===== config.mk =====
export PLATFORM = sky130hd
export DESIGN_NAME = linear_sensor_readout
export DESIGN_NICKNAME = d
export VERILOG_FILES = /design/src/rtl/linear_sensor_readout_pkg.sv /design/src/rtl/linear_sensor_readout.sv
export SDC_FILE = /design/constraint.sdc
export NUM_CORES = 1
export LEC_CHECK = 0
export CORE_UTILIZATION = 30
export CTS_BUF_LIST = sky130_fd_sc_hd__clkbuf_4 sky130_fd_sc_hd__clkbuf_8
export CTS_CLUSTER_SIZE = 14
export DETAILED_ROUTE_END_ITERATION = 16
export SLEW_MARGIN = 20
export SYNTH_ARGS = -nofsm -noshare
export SYNTH_HDL_FRONTEND = slang
export SYNTH_SLANG_ARGS = --single-unit

===== constraint.sdc =====
create_clock -name clk_3M -period 3.6 [get_ports clk_3M]
set_input_delay 0.36 -clock clk_3M [delete_from_list [all_inputs] [get_ports clk_3M]]
set_output_delay 0.36 -clock clk_3M [all_outputs]
set_load 0.01 [all_outputs]

===== src/rtl/linear_sensor_readout_pkg.sv =====
// linear_sensor_readout_pkg: sizing defaults and frame sequencer state encoding
package linear_sensor_readout_pkg;
  localparam int NPIX_DEF = 128;
  localparam int ADC_W_DEF = 12;
  typedef enum logic [2:0] {IDLE, SI_UP, CK_HI, CK_LO, TERM_HI, TERM_LO, DONE} state_e;
endpackage


===== src/rtl/linear_sensor_readout.sv =====
// linear_sensor_readout: tick-paced SI/CLK sequencer for a linear photodiode array with per-pixel ADC capture
module linear_sensor_readout
  import linear_sensor_readout_pkg::*;
#(
  parameter int NPIX = NPIX_DEF,
  parameter int ADC_W = ADC_W_DEF,
  localparam int AW = $clog2(NPIX)
) (
  input  logic             clk_3M,
  input  logic             reset_n,
  input  logic             sensor_tick,
  input  logic             start,
  input  logic [ADC_W-1:0] adc_data,
  output logic             sensor_si,
  output logic             sensor_ck,
  output logic [ADC_W-1:0] pix_data,
  output logic [AW-1:0]    pix_addr,
  output logic             pix_valid,
  output logic             busy,
  output logic             frame_done
);
  state_e state_q, state_d;
  logic [AW-1:0] cnt_q, cnt_d, pix_addr_q, pix_addr_d;
  logic [ADC_W-1:0] pix_data_q, pix_data_d;
  logic si_q, si_d, ck_q, ck_d, pix_valid_q, pix_valid_d, busy_q, busy_d, frame_done_q, frame_done_d;
  logic last;
  assign last = cnt_q == AW'(NPIX - 1);
  // state register
  always_ff @(posedge clk_3M or negedge reset_n)
    if (!reset_n) state_q <= IDLE;
    else state_q <= state_d;
  // next state: every phase waits for a tick except the start latch and the DONE->IDLE step
  always_comb begin
    state_d = state_q;
    case (state_q)
      IDLE:    state_d = start ? SI_UP : IDLE;
      SI_UP:   state_d = sensor_tick ? CK_HI : SI_UP;
      CK_HI:   state_d = sensor_tick ? CK_LO : CK_HI;
      CK_LO:   state_d = sensor_tick ? (last ? TERM_HI : CK_HI) : CK_LO;
      TERM_HI: state_d = sensor_tick ? TERM_LO : TERM_HI;
      TERM_LO: state_d = sensor_tick ? DONE : TERM_LO;
      DONE:    state_d = IDLE;
      default: state_d = IDLE;
    endcase
  end
  // output and datapath next values: pin levels, pixel capture on the falling ck tick, counter
  always_comb begin
    si_d = si_q;
    ck_d = ck_q;
    pix_data_d = pix_data_q;
    pix_addr_d = pix_addr_q;
    cnt_d = cnt_q;
    busy_d = busy_q;
    pix_valid_d = 1'b0;
    frame_done_d = 1'b0;
    case (state_q)
      IDLE:  busy_d = start;
      SI_UP: begin
        si_d = si_q | sensor_tick;
        ck_d = ck_q & ~sensor_tick;
      end
      CK_HI, TERM_HI: ck_d = ck_q | sensor_tick;
      CK_LO: if (sensor_tick) begin
        ck_d = 1'b0;
        si_d = 1'b0;
        pix_data_d = adc_data;
        pix_addr_d = cnt_q;
        pix_valid_d = 1'b1;
        cnt_d = last ? cnt_q : cnt_q + AW'(1);
      end
      TERM_LO: ck_d = ck_q & ~sensor_tick;
      DONE: begin
        frame_done_d = 1'b1;
        busy_d = 1'b0;
        cnt_d = '0;
      end
      default: ;
    endcase
  end
  // output and datapath registers; reset drops everything so no partial frame completes
  always_ff @(posedge clk_3M or negedge reset_n)
    if (!reset_n) begin
      si_q <= 1'b0;
      ck_q <= 1'b0;
      pix_data_q <= '0;
      pix_addr_q <= '0;
      cnt_q <= '0;
      busy_q <= 1'b0;
      pix_valid_q <= 1'b0;
      frame_done_q <= 1'b0;
    end else begin
      si_q <= si_d;
      ck_q <= ck_d;
      pix_data_q <= pix_data_d;
      pix_addr_q <= pix_addr_d;
      cnt_q <= cnt_d;
      busy_q <= busy_d;
      pix_valid_q <= pix_valid_d;
      frame_done_q <= frame_done_d;
    end
  assign sensor_si = si_q;
  assign sensor_ck = ck_q;
  assign pix_data = pix_data_q;
  assign pix_addr = pix_addr_q;
  assign pix_valid = pix_valid_q;
  assign busy = busy_q;
  assign frame_done = frame_done_q;
endmodule

==> impl_metrics.json <==
{
  "status": "finished clean",
  "clock_path_buffers": 2,
  "final.setup_skew_ns": 0.00711,
  "reg2reg_to": "cnt_q[2]",
  "layout.cells.most_common": "nand2_1",
  "arrival_ns": 2.17,
  "hold_buffers": 0,
  "io_buffers": 39,
  "cts_tree": "done",
  "ctsResizeCount": 0,
  "period_needed_ns": 2.01,
  "path_max_fanout": 25,
  "ir_worst_vdd_mv": 0.331,
  "yosys.area.top_type": "dfrtp_1",
  "synthCells": 156,
  "grt_pass1_wl_mm": 5.14,
  "cp-end-kind": "flop",
  "antenna_cells": 0,
  "cts_buffers": 5,
  "drive_gt1_frac": 0.0773,
  "fin_nets": 211,
  "core-area_um2": 4500,
  "path_cells": "clkdlybuf4s50_1 -> nand4b_4 -> inv_2 -> nand2_1 -> o211ai_1 -> o21ai_0",
  "grt_pass1_vias": 1138,
  "syn2layout_area_growth_pct": 33.4,
  "total_power_mw": 1.53,
  "leakage_nw": 0.919,
  "hold_class": "in -> async",
  "rows": 24,
  "max_cap_viol_count": 0,
  "routedWlPerCell_um": 12.1,
  "worst_pin_slew_ns": 0.747,
  "critPathLaunchType": "input port",
  "critical_path_class": "in -> reg",
  "cts-root-buf": "clkbuf_8",
  "dp.cells": 239,
  "slowest_stage": "clkdlybuf4s50_1",
  "cts_setup_buffers": 0,
  "rsz0062_at_grt": "false",
  "slowest_delay_ns": 0.60,
  "p_per_area_nw_per_um2": 791,
  "netlist-cell-type-count": 31,
  "syn_area_per_cell_um2": 9.30,
  "worstRegToRegCells": 5,
  "grt.overflow.total": 0,
  "numClockSinks": 34,
  "synth.ff_latch_count": 34,
  "htreeDepth": 2,
  "hold_viol": 0,
  "clk_latency_ns": 0.28,
  "synth_nets": 173,
  "mostFrequentLayoutCells": "nand2_1, clkdlybuf4s50_1, dfrtp_1, nor2_1",
  "fin_setup_tns_ns": 0,
  "grt_start_max_net_pins": 35,
  "via_count": 1144,
  "required_ns": 3.76,
  "final_cells": 246,
  "vias_per_cell": 4.65,
  "die_y_um": 71.6,
  "drt_iter0_markers": 46,
  "ys_seq_area_frac": 0.586,
  "route.detailed.drc": 0,
  "yosysWarnings": 0,
  "clk_pin_slew_ns": 0.07,
  "io_pins": 40,
  "grt_use_total": 0.132,
  "syn_area_um2": 1450,
  "dp_hpwl_mm": 1.94,
  "slew_headroom": 0.502,
  "synth_top_area_frac": 0.586,
  "multi_input_area_um2": 533,
  "n_fill_cell": 451,
  "start_util": 0.322,
  "place_congestion": 0.740,
  "setup_viol": 0,
  "wl_mm": 2.97,
  "ff_latch_area_um2": 851,
  "firstDrtPassIters": 4,
  "dieArea_um2": 5120,
  "timing.rr.start": "state_q[1]",
  "max_freq_ghz": 0.498,
  "die_x_um": 71.6,
  "fin_crit_sh": 0.557,
  "antenna_left": 0,
  "synthTopCellsByArea": "dfrtp_1, nand2_1, nand3_1",
  "drv_slew": 0,
  "rrSetupSlack_ns": 1.68,
  "grt_antenna_before_repair": 0,
  "crit_start": "sensor_tick"
}
through the flow:
step / hold WS [ns] / worst slack [ns] / utilization / area, um^2
global placement: 0.467 / 1.34 / 0.411 / 1850
finish: 0.135 / 1.59 / 0.430 / 1940
detailed placement: 0.466 / 1.30 / 0.411 / 1850
CTS: 0.170 / 1.56 / 0.430 / 1940
global route: 0.203 / 1.43 / 0.430 / 1940
floorplan: 0.0644 / 2.29 / - / 1450
power by group:
| part | internal, mW | switching (mW) | total, mW | leakage [nW] |
|---|---|---|---|---|
| logic | 0.317 | 0.272 | 0.589 | 0.452 |
| clock network | 0.148 | 0.128 | 0.276 | 0.0452 |
| registers | 0.537 | 0.129 | 0.666 | 0.422 |
| total | 1.00 | 0.530 | 1.53 | 0.919 |
synth_stat cells (all sizes together):
cell    number
nor3         2
and4         1
o311ai       1
nand2       65
dfrtp       34
ha           1
o211ai       1
o41ai        1
inv          5
nand4        1
mux2i        1
buf          6
nand3        5
nor2         7
o21ai        6
o22ai        4
o31ai        1
nand4b       1
or2          2
a21oi        4
o211a        1
and3         2
a22oi        1
a31oi        1
clkbuf       2
logic make-up (layout without fill, tap and decap cells):
kind of cell | count (synthesis) | in the layout | synth area share
AOI/OAI and AO/OA | 21 | 21 | 0.0905
DFF | 34 | 34 | 0.586
and+or+nand+nor | 86 | 86 | 0.261
muxes | 1 | 1 | 0.00690
buffers and inverters | 13 | 51 | 0.0465
adders and majority gates | 1 | 1 | 0.00862
worst max-delay path: cells and delay by family:
family | cells | cell delay, ns
buffers and inverters | 2 | 1.04
AND/OR/NAND/NOR | 2 | 0.50
AO/OA/AOI/OAI | 2 | 0.27
layer usage:
layer  GRT usage  share of wire  vias up
li1            -              -      589
met1       0.162           0.47      521
met2       0.211           0.46       28
met3      0.0520          0.053        6
met4      0.0523          0.019        0
met5           0              0        -
final cells by class:
class                      instances  share of cell area
sequential                        34               0.439
multi-input combinational        109               0.275
clock buffer                       7              0.0433
inverter                           5             0.00969
tap                               52              0.0336
timing repair buffer              39               0.199
worst max-delay path by stage:
| stage | to | slack, ns |
|---|---|---|
| 3_5_place_dp | cnt_q[2] | 1.30 |
| 2_1_floorplan | cnt_q[3] | 2.29 |
| 4_1_cts | cnt_q[2] | 1.56 |
| 6_report | cnt_q[2] | 1.59 |
| 3_3_place_gp | cnt_q[2] | 1.34 |
| 5_1_grt | cnt_q[2] | 1.43 |
state kept, by name, indices dropped and copies added (netlist names):
register,cells
busy,1
cnt_q,7
frame_done,1
pix_addr,7
pix_data,12
pix_valid,1
sensor_ck,1
sensor_si,1
state_q,3
Power figures use the tool's default switching activity.
